==> src/rtl/wishbone_timer.sv <==
// -----------------------------------------------------------------------------
// wishbone_timer
//
// Wishbone single-beat responder holding a 64-bit machine timer (mtime) with a
// compare register (mtimecmp), a 16-bit prescaler and a level interrupt.
//
// Register map, selected by i_ADDR[4:2]:
//   0 CTRL        bit0 EN, bit1 IRQ_EN, bit2 AUTORELOAD
//   1 STATUS      bit0 PENDING (write 1 to clear)
//   2 PRESCALE    [15:0]
//   3 MTIME_LO    read also latches mtime[63:32] into the HI shadow
//   4 MTIME_HI    reads return the shadow
//   5 MTIMECMP_LO
//   6 MTIMECMP_HI
//   7 unmapped    reads 0, writes ignored, still acknowledged
//
// Ports:
//   i_CLK, i_RST       clock, asynchronous active-high reset
//   i_ADDR             byte address (only [4:2] decoded)
//   i_DATA / o_DATA    write data / registered read data (valid with o_ACK)
//   i_WE, i_SEL        write enable, byte enables for writes
//   i_STB, i_CYC       strobe, bus cycle
//   o_ACK              one-cycle acknowledge, one cycle after the request
//   i_TAGN / o_TAGN    request tag, echoed alongside o_ACK
//   o_IRQ              PENDING & IRQ_EN
// -----------------------------------------------------------------------------
module wishbone_timer #(
    parameter int          ADDR_WIDTH   = 32,
    parameter logic [15:0] PRESCALE_RST = 16'h0000
) (
    input  logic                  i_CLK,
    input  logic                  i_RST,
    input  logic [ADDR_WIDTH-1:0] i_ADDR,
    input  logic [31:0]           i_DATA,
    output logic [31:0]           o_DATA,
    input  logic                  i_WE,
    input  logic [3:0]            i_SEL,
    input  logic                  i_STB,
    input  logic                  i_CYC,
    output logic                  o_ACK,
    input  logic                  i_TAGN,
    output logic                  o_TAGN,
    output logic                  o_IRQ
);

    typedef enum logic [2:0] {
        REG_CTRL     = 3'd0,
        REG_STATUS   = 3'd1,
        REG_PRESCALE = 3'd2,
        REG_MTIME_LO = 3'd3,
        REG_MTIME_HI = 3'd4,
        REG_CMP_LO   = 3'd5,
        REG_CMP_HI   = 3'd6,
        REG_UNMAPPED = 3'd7
    } reg_e;

    // Replace only the bytes whose enable is set.
    function automatic logic [31:0] merge32(input logic [31:0] old_v,
                                            input logic [31:0] new_v,
                                            input logic [3:0]  sel);
        logic [31:0] res;
        res = old_v;
        for (int b = 0; b < 4; b++) begin
            if (sel[b]) res[8*b +: 8] = new_v[8*b +: 8];
        end
        return res;
    endfunction

    logic        ack_q,      ack_d;
    logic [31:0] data_q,     data_d;
    logic        tagn_q,     tagn_d;
    logic [2:0]  ctrl_q,     ctrl_d;
    logic        pending_q,  pending_d;
    logic [15:0] prescale_q, prescale_d;
    logic [15:0] pcnt_q,     pcnt_d;
    logic [63:0] mtime_q,    mtime_d;
    logic [63:0] mtimecmp_q, mtimecmp_d;
    logic [31:0] shadow_q,   shadow_d;

    logic        req, wr, rd, tick, clear;
    logic [31:0] rdata;
    logic [31:0] prescale_w;
    reg_e        reg_idx;

    // Address bits outside [4:2] are deliberately not decoded.
    logic unused_addr;
    assign unused_addr = ^{i_ADDR[ADDR_WIDTH-1:5], i_ADDR[1:0]};

    assign req     = i_CYC & i_STB & ~ack_q;
    assign wr      = req & i_WE;
    assign rd      = req & ~i_WE;
    assign reg_idx = reg_e'(i_ADDR[4:2]);
    assign tick    = ctrl_q[0] && (pcnt_q == prescale_q);

    assign prescale_w = merge32({16'h0000, prescale_q}, i_DATA, {2'b00, i_SEL[1:0]});

    // Read mux uses pre-edge register contents.
    always_comb begin
        rdata = '0;
        case (reg_idx)
            REG_CTRL:     rdata = {29'd0, ctrl_q};
            REG_STATUS:   rdata = {31'd0, pending_q};
            REG_PRESCALE: rdata = {16'd0, prescale_q};
            REG_MTIME_LO: rdata = mtime_q[31:0];
            REG_MTIME_HI: rdata = shadow_q;
            REG_CMP_LO:   rdata = mtimecmp_q[31:0];
            REG_CMP_HI:   rdata = mtimecmp_q[63:32];
            default:      rdata = '0;
        endcase
    end

    always_comb begin
        // NOTE: every variable gets a default first so no path leaves it
        // unassigned, which would otherwise infer a latch.
        ctrl_d     = ctrl_q;
        prescale_d = prescale_q;
        pcnt_d     = pcnt_q;
        mtime_d    = mtime_q;
        mtimecmp_d = mtimecmp_q;
        shadow_d   = shadow_q;
        clear      = 1'b0;

        // Timer advance; a bus write to mtime below overrides it.
        if (ctrl_q[0]) begin
            if (tick) begin
                pcnt_d  = '0;
                mtime_d = (ctrl_q[2] && (mtime_q == mtimecmp_q)) ? 64'd0
                                                                   : mtime_q + 64'd1;
            end else begin
                pcnt_d = pcnt_q + 16'd1;
            end
        end

        if (wr) begin
            case (reg_idx)
                REG_CTRL:     if (i_SEL[0]) ctrl_d = i_DATA[2:0];
                REG_STATUS:   clear = i_SEL[0] & i_DATA[0];
                REG_PRESCALE: prescale_d = prescale_w[15:0];
                REG_MTIME_LO: begin
                    mtime_d = {mtime_q[63:32], merge32(mtime_q[31:0], i_DATA, i_SEL)};
                    pcnt_d  = '0;
                end
                REG_MTIME_HI: begin
                    mtime_d = {merge32(mtime_q[63:32], i_DATA, i_SEL), mtime_q[31:0]};
                    pcnt_d  = '0;
                end
                REG_CMP_LO:   mtimecmp_d[31:0]  = merge32(mtimecmp_q[31:0], i_DATA, i_SEL);
                REG_CMP_HI:   mtimecmp_d[63:32] = merge32(mtimecmp_q[63:32], i_DATA, i_SEL);
                default:      ;
            endcase
        end

        // Capture the upper half so a following HI read pairs with this LO.
        if (rd && (reg_idx == REG_MTIME_LO)) shadow_d = mtime_q[63:32];

        // Set has priority over a same-cycle clear.
        pending_d = (mtime_q >= mtimecmp_q) | (pending_q & ~clear);

        ack_d  = req;
        data_d = req ? rdata : 32'd0;
        tagn_d = req ? i_TAGN : 1'b0;
    end

    always_ff @(posedge i_CLK or posedge i_RST) begin
        // NOTE: sequential state uses non-blocking assignments so every flop
        // samples pre-edge values regardless of statement order.
        if (i_RST) begin
            ack_q      <= 1'b0;
            data_q     <= '0;
            tagn_q     <= 1'b0;
            ctrl_q     <= '0;
            pending_q  <= 1'b0;
            prescale_q <= PRESCALE_RST;
            pcnt_q     <= '0;
            mtime_q    <= '0;
            mtimecmp_q <= '1;
            shadow_q   <= '0;
        end else begin
            ack_q      <= ack_d;
            data_q     <= data_d;
            tagn_q     <= tagn_d;
            ctrl_q     <= ctrl_d;
            pending_q  <= pending_d;
            prescale_q <= prescale_d;
            pcnt_q     <= pcnt_d;
            mtime_q    <= mtime_d;
            mtimecmp_q <= mtimecmp_d;
            shadow_q   <= shadow_d;
        end
    end

    assign o_ACK  = ack_q;
    assign o_DATA = data_q;
    assign o_TAGN = tagn_q;
    assign o_IRQ  = pending_q & ctrl_q[1];

endmodule

==> config.mk <==
export PLATFORM = sky130hd
export DESIGN_NAME = wishbone_timer
export DESIGN_NICKNAME = d
export VERILOG_FILES = /design/src/rtl/wishbone_timer.sv
export SDC_FILE = /design/constraint.sdc
export NUM_CORES = 1
export LEC_CHECK = 0
export CORE_UTILIZATION = 50
export CTS_CLUSTER_SIZE = 16
export DETAILED_ROUTE_END_ITERATION = 12
export MAX_ROUTING_LAYER = met4
export PLACE_DENSITY_LB_ADDON = 0.08
export SYNTH_ARGS = -nofsm -noshare
export SYNTH_HDL_FRONTEND = slang
export SYNTH_SLANG_ARGS = --single-unit
==> constraint.sdc <==
create_clock -name i_CLK -period 10.77 [get_ports i_CLK]
set_clock_uncertainty 0.1 [all_clocks]
set_input_delay 2.154 -clock i_CLK [delete_from_list [all_inputs] [get_ports i_CLK]]
set_output_delay 2.154 -clock i_CLK [all_outputs]
set_load 0.02 [all_outputs]
Word level (Yosys, flattened, before mapping). Index checks and enable logic that the tools add are counted.

Bits of input ports: 74. Bits in writable memories: 0. Register bits: 230. Memory bits (read-only): 0. Output and inout bits: 35. Bits in latches: 0. Memories: 0. Logic and storage cells: 99.

Order comparisons: 1. Shift operators: 0. $mul: 0. Equal/unequal tests: 18. $add $sub $neg: 2. Bitwise operators: 11. Mux-type cells: 18. Reduce and logical (&&, ||, !) cells: 24. Div/mod/pow operators: 0.

Operator list (count): $mux W64 (4); $pmux W32 S7 (1); $pmux W64 S2 (1); $add A64 B1 Y64 const B (1); $eq A64 B64 Y1 (1); $ge A64 B64 Y1 (1); $mux W16 (4); $reduce_and A3 Y1 (11); $mux W32 (1); $mux W8 (4); $ne A3 B3 Y1 const B (8); $add A16 B1 Y16 const B (1); $eq A16 B16 Y1 (1); $reduce_and A2 Y1 (8); $eq A3 B3 Y1 const B (3); $and A1 B1 Y1 (7); $eq A3 B2 Y1 const B (2); $ne A2 B2 Y1 const B (2); $eq A3 B1 Y1 const B (1); $logic_and A1 B1 Y1 (3); $logic_not A3 Y1 (1); $mux W1 (3); $not A1 Y1 (3); $reduce_or A2 Y1 (1); $or A1 B1 Y1 (1).

Logic depth before layout (Yosys ltp).
Depth after elaboration: 7. Gate-level depth with buffers: 11. Mapped depth without buffers: 9.

Least setup slack after synthesis. No wires, ideal clock.

Kind: input port to flip-flop. From: input i_ADDR[2]. To: register mtime_q[59]. Arrival time: 4011 ps. Required time: 10599 ps. Library setup time: 71 ps. Cell stages on the path: 8. Buffers on the path: 2. Setup slack: 6588 ps. Cell sequence: clkbuf_1 and3b_1 o21ai_0 o21ai_1 and2_1 buf_2 or4_1 nand4_1.

Cells in the longest elaborated chain, start to end: 3. Elaborated cells on any way between the ends: 7. Classes of those cells: eq/ne (4); mux (2); reduce/logical (1).

Ends and longest elaborated chain: start: declaration (line 33) `input logic [ADDR_WIDTH-1:0] i_ADDR,`; $eq A3 B3 Y1 or $eq A3 B2 Y1 (tied branches) (line 135) `case (reg_idx)`; $pmux W64 S2 (tied with other cells) (line 135); $mux W64 or $reduce_and A2 Y1 (tied branches); end signal: assignment (line 186) `mtime_q <= mtime_d;`; end: declaration (line 76) `logic [63:0] mtime_q, mtime_d;`.

Parallel ways exist; a longest one is shown, timed or not. A chain may end at the register's enable or synchronous reset.

Final worst setup path.
From: input i_ADDR[4]. To: register mtime_q[59].

The elaborated chain is that of the path after synthesis.

==> flow_summary_export.csv <==
group,metric,value,unit
floorplanning,die_y,166,µm
synthesis,synth.avg_cell_area,9.78,µm²
layout,nFillCells,2298,
sta,tns,0,ns
power,p_per_area,174,nW/µm²
sta,fmax,177,MHz
clock_tree,cts.htree.levels,1,
sta,worst_pin_slew,1.14,ns
critical_path,worstPathMaxFanout,28,
synthesis,yosysWarnings,0,
clock_tree,clk_latency,0.56,ns
route,wl,43500,µm
critical_path,cp-end-kind,"flip-flop",
job,maxCapViolCount,0,
status,status,"finished, violations left",
placed_design,place_area,14700,µm²
sta,slew_violations,0,
route,first_pass_iters,10,
route,via_per_inst,6.51,
synthesis,synth_edf_count,0,
clock_tree,hold_buffers,0,
floorplanning,die-area,27700,µm²
clock_tree,post_cts_buffers,0,
route,antenna_left,0,
power,fin_total_pwr,2.72,mW
floorplanning,rows,59,
synthesis,synth_ff_type,"dfrtp_1",
global_route,grt_max_degree,117,
layout,final_cells,1806,
layout,utilization,59.6,%
layout,area_growth,15.9,%
synthesis,syn_nets,1522,
placed_design,gp_congestion,0.951,
critical_path,required,11.15,ns
sta,setup_viol_count_final,0,
floorplanning,fp.dieW,166,µm
layout,final_common_cell,"dfrtp_1",
sta,rsz0062_at_grt,"no",
global_route,grt_pass1_wl,67900,µm
global_route,antenna_found_initial,0,
sta,maxSlewHeadroom,23.9,%
synthesis,syn_area,13500,µm²
status,violations,"DRC",
route,route.detailed.drc,2,
critical_path,crit_type,"in2reg",
sta,hold_viol,0,
critical_path,critical_path.startpoint_type,"primary input",
layout,layout_common_cells,"dfrtp_1, mux2_2, nand2_1",
synthesis,synthArstFlopShare,100,%
global_route,first_global_vias,11500,
clock_tree,cts_root_buf,"clkbuf_16",
layout,drive_above_1_share,19.0,%
sta,min_period_over_period,52.6,%
layout,design_area,15700,µm²
clock_tree,clock-sinks,230,
route,vias,11800,
clock_tree,cts_tree,"yes",
synthesis,yosysSeqAreaShare,43.2,%
placed_design,detailed_place_hpwl,30200,µm
synthesis,ys_ff_latch,230,
layout,layout.nets,1589,
floorplanning,ios,109,
hold_path,hp-class,"reg2reg",
sta,post-route-min-period,5.66,ns
floorplanning,start_util,51.4,%
power,total_leakage_power,6.40,nW
clock_tree,cts.clk_slew.worst_paths,0.06,ns
synthesis,synth.distinct_cells,70,
clock_tree,ctsResizeCount,0,
route,wl_per_cell,24.1,µm
floorplanning,core_area,26300,µm²
global_route,gr-total-overflow,0,
global_route,grt_usage,32.7,%
placed_design,io_buffers,79,
synthesis,synthCells,1382,
power,irDropWorstVdd,142,µV
clock_tree,numCtsBuffers,28,
clock_tree,clock_path_buffers,3,
placed_design,dp_cells,1754,
layout,diodes,0,
route,initialDrtViolationCount,1244,
critical_path,arrival,6.05,ns
==> logic make-up after synthesis <==
kind of cell	Yosys count	share of synthesized area, %
buffers and inverters	154	4.39
XOR/XNOR	26	1.68
AO/OA/AOI/OAI	322	16.7
adder cells (fa/ha/maj)	66	6.11
AND/OR/NAND/NOR	449	16.7
multiplexers	135	11.3
flip-flops	230	43.2
==> path summary, 6_finish.rpt <==
kind	end	startpoint	slack (ns)	depth (start not counted)
max in group asynchronous	shadow_q[10]$_DFFE_PP0P_	i_RST	7.03	3
max reg2reg	mtime_q[34]$_DFFE_PP0P_	mtimecmp_q[63]$_DFFE_PP1P_	6.25	11
min	o_ACK$_DFF_PP0_	o_ACK$_DFF_PP0_	0.39	1
max	mtime_q[59]$_DFFE_PP0P_	i_ADDR[4]	5.11	10
min reg2reg	o_ACK$_DFF_PP0_	o_ACK$_DFF_PP0_	0.39	1
min in group asynchronous	o_DATA[27]$_DFF_PP0_	i_RST	2.09	2
==> per-layer routing <==
metal | share of wire (%) | wire length (µm) | track usage, % | vias to the layer above
li1 | - | - | - | 5318
met1 | 46 | 19800 | 47.8 | 5807
met2 | 44 | 19000 | 46.7 | 554
met3 | 8.4 | 3650 | 4.54 | 81
met4 | 2.5 | 1070 | 10.4 | 0
met5 | 0 | 0 | - | -
==> through the flow <==
step,hold WS [ns],setup slack [ns]
2_1_floorplan,0.376,2.32
3_3_place_gp,0.370,4.72
3_5_place_dp,0.392,4.65
4_1_cts,0.399,5.19
5_1_grt,0.416,4.97
6_report,0.386,5.11
==> flip-flops by register name (all words and copies together) (netlist names) <==
name,count
prescale_q,16
ctrl_q,3
o_DATA,32
pending_q,1
mtime_q,64
mtimecmp_q,64
o_TAGN,1
shadow_q,32
o_ACK,1
pcnt_q,16
==> report_power, final <==
part / internal (mW) / leakage [nW] / switching [mW]
Combinational: 0.248 / 3.10 / 0.295
Clock: 0.599 / 0.475 / 0.388
Sequential: 1.01 / 2.82 / 0.188
Total: 1.85 / 6.40 / 0.871
==> cell type report <==
class	instances	area [µm²]	share of cell area [%]
timing repair buffer	107	1000	6.39
clock buffer	39	812	5.18
inverter	84	323	2.06
sequential	230	5840	37.2
clock inverter	13	165	1.05
multi-input combinational	998	7110	45.4
tap	335	419	2.68
==> worst max-delay path: stages <==
cell and delay, ns:
clkdlybuf4s50_1 0.88, and3b_1 0.25, buf_4 0.23, o21ai_0 0.66
o21ai_2 0.30, buf_4 0.32, and2_1 0.29, buf_4 0.30
or4_1 0.54, nand4_1 0.09
==> cell usage after synthesis, types with 21 or more instances <==
| library cell | instances | area (µm²) |
|---|---|---|
| o21ai_0 | 53 | 265 |
| nor3_1 | 25 | 125 |
| dfstp_2 | 64 | 1680 |
| xor2_1 | 21 | 184 |
| clkbuf_1 | 60 | 225 |
| nand4_1 | 45 | 282 |
| a21oi_1 | 63 | 315 |
| a22oi_1 | 49 | 368 |
| nand2_1 | 113 | 424 |
| ha_1 | 66 | 826 |
| mux2_2 | 128 | 1440 |
| dfrtp_1 | 166 | 4150 |
| a22o_1 | 21 | 184 |
| nor4_1 | 27 | 169 |
| inv_1 | 84 | 315 |
| nand3_1 | 76 | 380 |
| nor2_1 | 79 | 297 |
Note: power is estimated with default switching activity, not from simulation.
